`config.mk`:
```
export PLATFORM = sky130hd
export DESIGN_NAME = chroma_key_ctrl
export DESIGN_NICKNAME = d
export VERILOG_FILES = /design/src/rtl/chroma_key_pkg.sv /design/src/rtl/cal_window_stats.sv /design/src/rtl/chroma_key_ctrl.sv
export SDC_FILE = /design/constraint.sdc
export NUM_CORES = 1
export LEC_CHECK = 0
export CAP_MARGIN = 20
export CORE_UTILIZATION = 37
export DETAILED_ROUTE_END_ITERATION = 12
export SYNTH_ARGS = -nofsm -noshare
export SYNTH_HDL_FRONTEND = slang
export SYNTH_HIERARCHICAL = 1
export SYNTH_SLANG_ARGS = --single-unit
```
`constraint.sdc`:
```
create_clock -name clk -period 4.4 [get_ports clk]
set_clock_uncertainty 0.1 [all_clocks]
set_input_delay 0.44 -clock clk [delete_from_list [all_inputs] [get_ports clk]]
set_output_delay 0.44 -clock clk [all_outputs]
set_load 0.05 [all_outputs]
```
`src/rtl/chroma_key_pkg.sv`:
```
// Shared types and constants for the chroma-key threshold controller:
// calibration FSM encoding, channel expansion and threshold reset defaults.
package chroma_key_pkg;

    localparam int CH_W  = 8;
    localparam int NIB_W = 4;

    localparam logic [CH_W-1:0] RST_G_MIN_DEF  = 8'd128;
    localparam logic [CH_W-1:0] RST_RG_MAX_DEF = 8'd96;

    typedef enum logic [2:0] {
        ST_IDLE,
        ST_WAIT_SOF,
        ST_SAMPLE,
        ST_COMPUTE,
        ST_APPLY
    } cal_state_e;

    // Same nibble-to-byte expansion as the mixer, so thresholds compare like-for-like.
    function automatic logic [CH_W-1:0] expand_ch(input logic [NIB_W-1:0] nib);
        return {nib, {(CH_W - NIB_W){1'b0}}};
    endfunction

endpackage

```
`src/rtl/cal_window_stats.sv`:
```
// Running min(G) / max(R) / max(B) over the pixels flagged by sample_en.
// clear re-arms the trackers to their neutral values at the start of a window.
module cal_window_stats
    import chroma_key_pkg::*;
(
    input  logic            clk,
    input  logic            rst,
    input  logic            clear,
    input  logic            sample_en,
    input  logic [15:0]     pixel,
    output logic [CH_W-1:0] min_g,
    output logic [CH_W-1:0] max_r,
    output logic [CH_W-1:0] max_b
);

    logic [CH_W-1:0] r_d, g_d, b_d;
    logic [CH_W-1:0] min_g_q, max_r_q, max_b_q;
    logic            unused_pad;

    assign r_d        = expand_ch(pixel[11:8]);
    assign g_d        = expand_ch(pixel[7:4]);
    assign b_d        = expand_ch(pixel[3:0]);
    assign unused_pad = ^pixel[15:12];

    always_ff @(posedge clk) begin
        if (rst || clear) begin
            min_g_q <= '1;
            max_r_q <= '0;
            max_b_q <= '0;
        end else if (sample_en) begin
            if (g_d < min_g_q) min_g_q <= g_d;
            if (r_d > max_r_q) max_r_q <= r_d;
            if (b_d > max_b_q) max_b_q <= b_d;
        end
    end

    assign min_g = min_g_q;
    assign max_r = max_r_q;
    assign max_b = max_b_q;

endmodule

```
`src/rtl/chroma_key_ctrl.sv`:
```
// Chroma-key threshold controller: host-written or auto-calibrated G_min/RG_max,
// staged in pending registers and committed to the mixer only at frame boundaries.
module chroma_key_ctrl
    import chroma_key_pkg::*;
#(
    parameter int H_ACTIVE   = 640,
    parameter int V_ACTIVE   = 480,
    parameter int CAL_X0     = 280,
    parameter int CAL_Y0     = 200,
    parameter int CAL_W      = 80,
    parameter int CAL_H      = 80,
    parameter int CAL_MARGIN = 16,
    parameter int KEY_MARGIN = 40,
    parameter int RST_G_MIN  = int'(RST_G_MIN_DEF),
    parameter int RST_RG_MAX = int'(RST_RG_MAX_DEF)
) (
    input  logic            clk,
    input  logic            rst,
    input  logic            frame_start,
    input  logic            i_pixel_valid,
    input  logic [15:0]     rgb_data,
    input  logic [CH_W-1:0] cfg_g_min,
    input  logic [CH_W-1:0] cfg_rg_max,
    input  logic            cfg_wr,
    input  logic            cal_req,
    output logic [CH_W-1:0] G_min,
    output logic [CH_W-1:0] RG_max,
    output logic            cal_busy,
    output logic            cal_done,
    output logic            cal_fail
);

    localparam int XW = (H_ACTIVE > 1) ? $clog2(H_ACTIVE) : 1;
    localparam int YW = (V_ACTIVE > 1) ? $clog2(V_ACTIVE) : 1;

    localparam logic [XW-1:0]   X_LAST = XW'(H_ACTIVE - 1);
    localparam logic [YW-1:0]   Y_LAST = YW'(V_ACTIVE - 1);
    localparam logic [XW-1:0]   WX_LO  = XW'(CAL_X0);
    localparam logic [XW-1:0]   WX_HI  = XW'(CAL_X0 + CAL_W - 1);
    localparam logic [YW-1:0]   WY_LO  = YW'(CAL_Y0);
    localparam logic [YW-1:0]   WY_HI  = YW'(CAL_Y0 + CAL_H - 1);
    localparam logic [CH_W:0]   CAL_MARGIN9 = (CH_W+1)'(CAL_MARGIN);
    localparam logic [CH_W:0]   KEY_MARGIN9 = (CH_W+1)'(KEY_MARGIN);
    localparam logic [CH_W-1:0] RST_G  = CH_W'(RST_G_MIN);
    localparam logic [CH_W-1:0] RST_RG = CH_W'(RST_RG_MAX);

    function automatic logic [CH_W-1:0] sat_sub(input logic [CH_W:0] a, input logic [CH_W:0] b);
        return (a < b) ? '0 : CH_W'(a - b);
    endfunction

    function automatic logic [CH_W-1:0] sat_add(input logic [CH_W:0] a, input logic [CH_W:0] b);
        logic [CH_W:0] s;
        s = a + b;
        return s[CH_W] ? '1 : s[CH_W-1:0];
    endfunction

    cal_state_e      state_q;
    logic            cal_busy_q, cal_done_q, cal_fail_q;
    logic [CH_W-1:0] g_min_q, rg_max_q, pend_g_q, pend_rg_q;
    logic [CH_W-1:0] new_g_q, new_rg_q;
    logic [XW-1:0]   x_q;
    logic [YW-1:0]   y_q;

    logic            stats_clear_d, sample_en_d, in_win_d, last_pix_d, cal_ok_d;
    logic [CH_W-1:0] min_g_d, max_r_d, max_b_d, m_d, new_g_d, new_rg_d;

    assign in_win_d      = (x_q >= WX_LO) && (x_q <= WX_HI) && (y_q >= WY_LO) && (y_q <= WY_HI);
    assign last_pix_d    = (x_q == WX_HI) && (y_q == WY_HI);
    assign stats_clear_d = (state_q == ST_WAIT_SOF) && frame_start;
    assign sample_en_d   = (state_q == ST_SAMPLE) && i_pixel_valid && !frame_start && in_win_d;

    cal_window_stats u_stats (
        .clk       (clk),
        .rst       (rst),
        .clear     (stats_clear_d),
        .sample_en (sample_en_d),
        .pixel     (rgb_data),
        .min_g     (min_g_d),
        .max_r     (max_r_d),
        .max_b     (max_b_d)
    );

    // Threshold derivation, evaluated while in COMPUTE; 9-bit so margins cannot wrap.
    always_comb begin
        m_d      = (max_r_d > max_b_d) ? max_r_d : max_b_d;
        new_g_d  = sat_sub({1'b0, min_g_d}, CAL_MARGIN9);
        new_rg_d = sat_add({1'b0, m_d}, CAL_MARGIN9);
        cal_ok_d = !({1'b0, min_g_d} < ({1'b0, m_d} + KEY_MARGIN9)) && !(new_g_d < new_rg_d);
    end

    always_ff @(posedge clk) begin
        if (rst) begin
            state_q    <= ST_IDLE;
            cal_busy_q <= 1'b0;
            cal_done_q <= 1'b0;
            cal_fail_q <= 1'b0;
            g_min_q    <= RST_G;
            rg_max_q   <= RST_RG;
            pend_g_q   <= RST_G;
            pend_rg_q  <= RST_RG;
            new_g_q    <= '0;
            new_rg_q   <= '0;
            x_q        <= '0;
            y_q        <= '0;
        end else begin
            cal_done_q <= 1'b0;
            // Active thresholds sample pending at the frame boundary, so a
            // coincident host write only lands in pending for the next frame.
            if (frame_start) begin
                g_min_q  <= pend_g_q;
                rg_max_q <= pend_rg_q;
            end
            if (cfg_wr && !cal_busy_q) begin
                pend_g_q  <= cfg_g_min;
                pend_rg_q <= cfg_rg_max;
            end
            case (state_q)
                ST_IDLE: begin
                    if (cal_req) begin
                        state_q    <= ST_WAIT_SOF;
                        cal_busy_q <= 1'b1;
                    end
                end
                ST_WAIT_SOF: begin
                    if (frame_start) begin
                        state_q <= ST_SAMPLE;
                        x_q     <= '0;
                        y_q     <= '0;
                    end
                end
                ST_SAMPLE: begin
                    if (frame_start) begin
                        cal_fail_q <= 1'b1;
                        cal_busy_q <= 1'b0;
                        state_q    <= ST_IDLE;
                    end else if (i_pixel_valid) begin
                        if (last_pix_d) state_q <= ST_COMPUTE;
                        if (x_q == X_LAST) begin
                            x_q <= '0;
                            y_q <= (y_q == Y_LAST) ? '0 : y_q + 1'b1;
                        end else begin
                            x_q <= x_q + 1'b1;
                        end
                    end
                end
                ST_COMPUTE: begin
                    if (cal_ok_d) begin
                        new_g_q  <= new_g_d;
                        new_rg_q <= new_rg_d;
                        state_q  <= ST_APPLY;
                    end else begin
                        cal_fail_q <= 1'b1;
                        cal_busy_q <= 1'b0;
                        state_q    <= ST_IDLE;
                    end
                end
                ST_APPLY: begin
                    pend_g_q   <= new_g_q;
                    pend_rg_q  <= new_rg_q;
                    cal_done_q <= 1'b1;
                    cal_fail_q <= 1'b0;
                    cal_busy_q <= 1'b0;
                    state_q    <= ST_IDLE;
                end
                default: begin
                    cal_busy_q <= 1'b0;
                    state_q    <= ST_IDLE;
                end
            endcase
        end
    end

    assign G_min    = g_min_q;
    assign RG_max   = rg_max_q;
    assign cal_busy = cal_busy_q;
    assign cal_done = cal_done_q;
    assign cal_fail = cal_fail_q;

endmodule

```
=== After elaboration in Yosys (flattened, before gate mapping) ===
Cells that the tools add are included.

* Bits in read-only memories: 0
* RAM bits: 0
* Output and inout port bits: 19
* Register bits: 89
* Memories: 0
* Bits in latches: 0

* Reductions and logical operators: 28
* Eq/ne operators: 17
* Muxes and demuxes: 33
* $add $sub $neg: 5
* Bitwise logic cells: 1
* $mul: 0
* Order comparisons: 11
* Div/mod/pow operators: 0
* Shift operators: 0

{| class="wikitable"
|+ Operator list
! cell !! number
|-
| 2-to-1 mux 8 bit || 7
|-
| 2-to-1 mux 9 bit || 5
|-
| 2-to-1 mux 10 bit || 4
|-
| > comparator 8 bit || 3
|-
| one-hot mux 10 bit (2 select lines) || 1
|-
| == test 9 bit (second input constant) || 2
|-
| 2-to-1 mux 3 bit || 6
|-
| one-hot mux 9 bit (2 select lines) || 1
|-
| < comparator 8 bit || 2
|-
| inequality test 2 bit (second input constant) || 6
|-
| one-hot mux 3 bit (4 select lines) || 1
|-
| AND reduction 4 bit || 3
|-
| adder 10 x 1 -> 10 bit (second input constant) || 1
|-
| == test 10 bit (second input constant) || 1
|-
| == test 10 x 9 -> 1 bit (second input constant) || 1
|-
| greater-or-equal comparator 10 x 9 -> 1 bit (second input constant) || 1
|-
| less-or-equal comparator 10 x 9 -> 1 bit (second input constant) || 1
|-
| logical AND 1 bit || 10
|-
| adder 8 x 5 -> 9 bit (second input constant) || 1
|-
| adder 8 x 6 -> 9 bit (second input constant) || 1
|-
| adder 9 x 1 -> 9 bit (second input constant) || 1
|-
| greater-or-equal comparator 9 x 8 -> 1 bit (second input constant) || 1
|-
| less-or-equal comparator 9 bit (second input constant) || 1
|-
| < comparator 8 x 9 -> 1 bit || 1
|-
| other kinds (19) || 33
|}

=== Longest topological paths before layout ===
Gate-level depths: netlist of the first run.

* Depth after elaboration: 9
* Mapped depth: 24

=== Modules after synthesis ===
Netlist of the first run, hierarchy kept.

{| class="wikitable"
|+ By module, submodules not included
! module !! cells each !! times used !! area an instance (um^2)
|-
| chroma_key_ctrl || 486 || 1 || 4309.1
|-
| cal_window_stats || 109 || 1 || 919.6
|}

=== Worst setup path after synthesis of the first run ===
Ideal clock, no wire load.

* Kind: reg2reg
* Start point: register u_stats.max_b_q[7], in the netlist u_stats/max_b[7]
* End point: register new_rg_q[5]
* Data required time: 4.166 ns
* Clock period less this slack: 4.443 ns
* Library setup time: 0.134 ns
* Arrival: 4.209 ns
* Slack: -0.043 ns
* Path buffers: 2
* Stages on the path, launching flop included: 23
* Path through: dfxtp_1 -> inv_1 -> ha_1 -> nand4_2 -> nand2b_1 -> and2_4 -> nor3_1 -> or2_2 -> clkbuf_1 -> ha_1 -> nand3_1 -> a21oi_1 -> nor2_1 -> and2_1 -> ha_1 -> o21a_1 -> o21ai_0 -> a21oi_1 -> a221o_1 -> a41o_2 -> buf_6 -> a21oi_2 -> a211oi_1

* Word-level cells in the longest chain between the ends: 8

{| class="wikitable"
|+ Ends and longest elaborated chain
! what !! RTL line !! source
|-
| from (decl) || cal_window_stats.sv:17 || <nowiki>logic [CH_W-1:0] min_g_q, max_r_q, max_b_q;</nowiki>
|-
| from (signal assigned) || cal_window_stats.sv:29 || <nowiki>max_b_q <= '0;</nowiki>
|-
| from (signal assigned) || cal_window_stats.sv:33 || <nowiki>if (b_d > max_b_q) max_b_q <= b_d;</nowiki>
|-
| > comparator 8 bit || chroma_key_ctrl.sv:85 || <nowiki>m_d = (max_r_d > max_b_d) ? max_r_d : max_b_d;</nowiki>
|-
| 2-to-1 mux 8 bit * || chroma_key_ctrl.sv:85 ||
|-
| adder 8 x 5 -> 9 bit || chroma_key_ctrl.sv:53 || <nowiki>s = a + b;</nowiki>
|-
| 2-to-1 mux 8 bit || chroma_key_ctrl.sv:54 || <nowiki>return s[CH_W] ? '1 : s[CH_W-1:0];</nowiki>
|-
| < comparator 8 bit || chroma_key_ctrl.sv:88 || <nowiki>cal_ok_d = !({1'b0, min_g_d} < ({1'b0, m_d} + KEY_MARGIN9)) && !(new_g_d < new_rg_d);</nowiki>
|-
| logical NOT 1 bit || chroma_key_ctrl.sv:88 ||
|-
| logical AND 1 bit || chroma_key_ctrl.sv:88 ||
|-
| AND reduction 2 bit (no line) || n/a ||
|-
| to (signal assigned) || chroma_key_ctrl.sv:149 || <nowiki>new_rg_q <= new_rg_d;</nowiki>
|-
| to (decl) || chroma_key_ctrl.sv:60 || <nowiki>logic [CH_W-1:0] new_g_q, new_rg_q;</nowiki>
|}

Mark *: on every way between the ends. The rest lies on a longest branch, timed or not.
A chain may end at the register's enable or synchronous reset.

=== Worst setup path in the final report of the first run ===
* Start point: register u_stats.max_b_q[7], in the netlist u_stats/max_b[7]
* End point: register new_g_q[6]

* Word-level cells in the longest chain between the ends: 8

{| class="wikitable"
|+ Ends and longest elaborated chain
! what !! RTL line !! source
|-
| > comparator 8 bit || chroma_key_ctrl.sv:85 ||
|-
| 2-to-1 mux 8 bit * || chroma_key_ctrl.sv:85 ||
|-
| adder 8 x 5 -> 9 bit || chroma_key_ctrl.sv:53 ||
|-
| 2-to-1 mux 8 bit || chroma_key_ctrl.sv:54 ||
|-
| < comparator 8 bit || chroma_key_ctrl.sv:88 ||
|-
| logical NOT 1 bit || chroma_key_ctrl.sv:88 ||
|-
| logical AND 1 bit * || chroma_key_ctrl.sv:88 ||
|-
| AND reduction 2 bit (no line) * || n/a ||
|-
| to (signal assigned) || chroma_key_ctrl.sv:148 || <nowiki>new_g_q <= new_g_d;</nowiki>
|-
| to (decl) || chroma_key_ctrl.sv:60 ||
|}

Marks and branches as above.

==> results.md, run 1 <==
- Final worst-path cycle share: 0.9507
- Post-Syn Area: 0.005229 mm^2
- Startpoint Class: flop
- Final core utilization: 0.4663
- Initial antenna violation count: 0
- Worst vdd ir: 0.1897 mV
- LEAKAGE: 0.002502 uW
- Detail Route Antenna Nets: 0
- TritonCTS Sinks: 86
- Vias in the first global route: 4113
- Pwr dens: 299.9 mW/mm^2
- Top FF cell, synth: dfxtp_1
- Asr flop ratio synth: 0
- Setup violators final: 0
- WL/cell: 13.56 um
- Buffers on Ports: 52
- First-pass GRT wire length: 18910 um
- Worst-Margin Slew: 1.075 ns
- Detailed placement HPWL: 8485 um
- Hold Buf Count CTS: 0
- Netlist cell types: 77
- Die Y: 120.9 um
- Critical path capture point type: flop
- Die ar.: 0.01461 mm^2
- Antenna Diode Count: 0
- Hold Crit Class: flop to flop
- Syn Area/Cell: 8.788 um^2
- IO Count: 57
- Clock buffer depth: 2
- Crit path kind: flop to flop
- Largest fanout on the critical path: 5
- Placed Area: 0.005966 mm^2
- Grt ovf: 0
- Status: complete, no violations
- Total of max-cap violations: 0
- DR iter-0 viols: 274
- Crit path DAT: 4.35 ns
- Commonest non-fill, non-tap cell in the layout: dfxtp_1
- Routed WL: 11430 um
- Core box area: 0.01383 mm^2
- Avg Vias per Cell: 5.112
- GP Congestion: 0.8473
- Worst-path clk slew: 0.06 ns
- Post-Synthesis Cells: 595
- Worst EP required: 4.57 ns
- Slew margin rel.: 0.2802
- Layout cells sized above 1: 0.1508
- Post-synth EDFFs: 0
- Synth warnings: 6
- Initial core utilization: 0.3782
- Vias: 4309
- Pre-antenna DRT Iters: 4
- Largest net degree at the start of global routing: 52
- # H-tree levels: 3
- Num CTS Buffers: 9
- Row Count: 43
- Latest clock arrival within the worst-skew pair: 0.35 ns
- Crit path time final: 4.183 ns
- Most frequent cells in the layout: dfxtp_1 (86), nor2_1 (60), nand2_1 (52)
- TritonCTS clock tree: done
- Sequential-to-total area share from yosys stat: 0.3293
- Final net count: 738
- Die W: 120.9 um
- Fmax: 239.1 MHz
- Area Growth Syn to Fin: 23.31%
- Final hold violation count: 0
- Fin area: 0.006447 mm^2
- Yosys reg bits: 86
- Remaining DRCs: 0
- Max-slew violations: 0
- Total GRT Usage: 0.1615
- CTS root buffer: clkbuf_16
-- registers in the layout (all words and copies together), names as in the netlist --
register       count
y_q                9
cal_busy           1
cal_done           1
G_min              8
pend_rg_q          8
pend_g_q           8
RG_max             8
state_q            3
u_stats/min_g      5
u_stats/max_b      4
cal_fail           1
new_rg_q           8
u_stats/max_r      4
x_q               10
new_g_q            8
-- logic make-up after synthesis --
family,count (synthesis),share of synthesized area
fa+ha+maj,42,0.1005
buf+inv,76,0.07035
compound gates,131,0.1886
other cells,1,0.0007172
mux,49,0.09524
flops,86,0.3293
simple gates,194,0.1886
xor+xnor,16,0.02680
-- repair_timing --
item,4_1_cts,5_1_grt
cloned,0,2
endpoints found under the setup margin,2,19
setup buffers,0,3
gates resized for setup,2,23
pin swaps,0,3
-- stage by stage --
step	cells	setup TNS [ns]	hold WS, ns	total power [uW]	setup slack [ns]
detailed placement	822	-0.02452	0.3621	1105	-0.02452
global route	843	-0.005830	0.3882	2016	-0.005830
finish	843	0	0.3756	1934	0.2170
floorplan	602	0	0.3448	1029	0.04697
CTS	838	0	0.3793	1944	0.04065
global placement	822	0	0.3539	1099	0.06639
-- final timing paths --
kind                    startpoint  slack [ns]  cells after the start          to
hold reg to reg          RG_max[5]        0.38                      2   RG_max[5]
setup reg to reg  u_stats/max_b[7]        0.22                     20  new_g_q[6]
setup / recovery  u_stats/max_b[7]        0.22                     20  new_g_q[6]
hold / removal           RG_max[5]        0.38                      2   RG_max[5]
-- cell type report --
class | instances | area [um^2]
clock buffers | 11 | 242.7
clock inverters | 5 | 82.58
fillers | 1274 | 7380
inverters | 40 | 150.1
multi-input cells | 441 | 3296
flip-flops and latches | 86 | 1722
well taps | 180 | 225.2
repair buffers | 80 | 729.5
-- critical path: stages, from the launching register on --
cell and delay, ns:
dfxtp_1 0.34, inv_1 0.05, ha_1 0.32, nand2_1 0.06
o21ai_1 0.19, and2_4 0.19, nor3_4 0.04, or2_2 0.34
ha_4 0.19, nand3_1 0.11, a21oi_2 0.06, buf_4 0.14
nor3_2 0.24, ha_1 0.29, a211oi_1 0.28, nand2_1 0.09
a221o_1 0.38, a41oi_4 0.30, buf_4 0.20, o21ai_1 0.06
a21oi_1 0.14
-- cells in the mapped netlist, drive strengths merged, types with 2 or more instances --
master | number | share of area
dfxtp | 86 | 0.33
nor2 | 64 | 0.049
nand2 | 55 | 0.041
mux2i | 46 | 0.089
ha | 42 | 0.10
inv | 40 | 0.029
a21oi | 34 | 0.039
o21ai | 34 | 0.036
a211oi | 23 | 0.034
buf | 22 | 0.029
nand3 | 15 | 0.014
nor3 | 14 | 0.013
clkbuf | 13 | 0.011
xnor2 | 11 | 0.018
nor2b | 10 | 0.013
nand4 | 7 | 0.0096
nor4 | 6 | 0.011
o211ai | 5 | 0.0091
xor2 | 5 | 0.0084
a21o | 4 | 0.0060
and2 | 4 | 0.0053
and3 | 4 | 0.0050
o21a | 4 | 0.0072
o31a | 4 | 0.0067
o31ai | 4 | 0.0057
a2111oi | 3 | 0.012
a31oi | 3 | 0.0036
a41oi | 3 | 0.0065
mux2 | 3 | 0.0065
nand2b | 3 | 0.0036
or3 | 3 | 0.0036
and4 | 2 | 0.0038
nor4b | 2 | 0.0062
-- where the power goes --
part	switching (uW)	internal [uW]
registers	15.7	803
clock network	320	514
logic	156	125
-- per-layer routing --
| layer | wire length (um) | up-vias | track usage |
|---|---|---|---|
| met3 | 378 | 12 | 0.03618 |
| li1 | - | 2223 | - |
| met4 | 178 | 0 | 0.05556 |
| met5 | 0 | - | 0 |
| met1 | 5318 | 2014 | 0.1981 |
| met2 | 5554 | 60 | 0.2764 |
(Power assumes the default switching activity.)
==> inputs of run 2 (changes only) <==
--- a/config.mk
+++ b/config.mk
@@ -7,6 +7,7 @@
 export LEC_CHECK = 0
 export CAP_MARGIN = 20
 export CORE_UTILIZATION = 37
+export CTS_CLUSTER_SIZE = 30
 export DETAILED_ROUTE_END_ITERATION = 12
 export SYNTH_ARGS = -nofsm -noshare
 export SYNTH_HDL_FRONTEND = slang
==> results of run 2 <==
No change in the layout: final DEF, timing and power equal those of run 1.
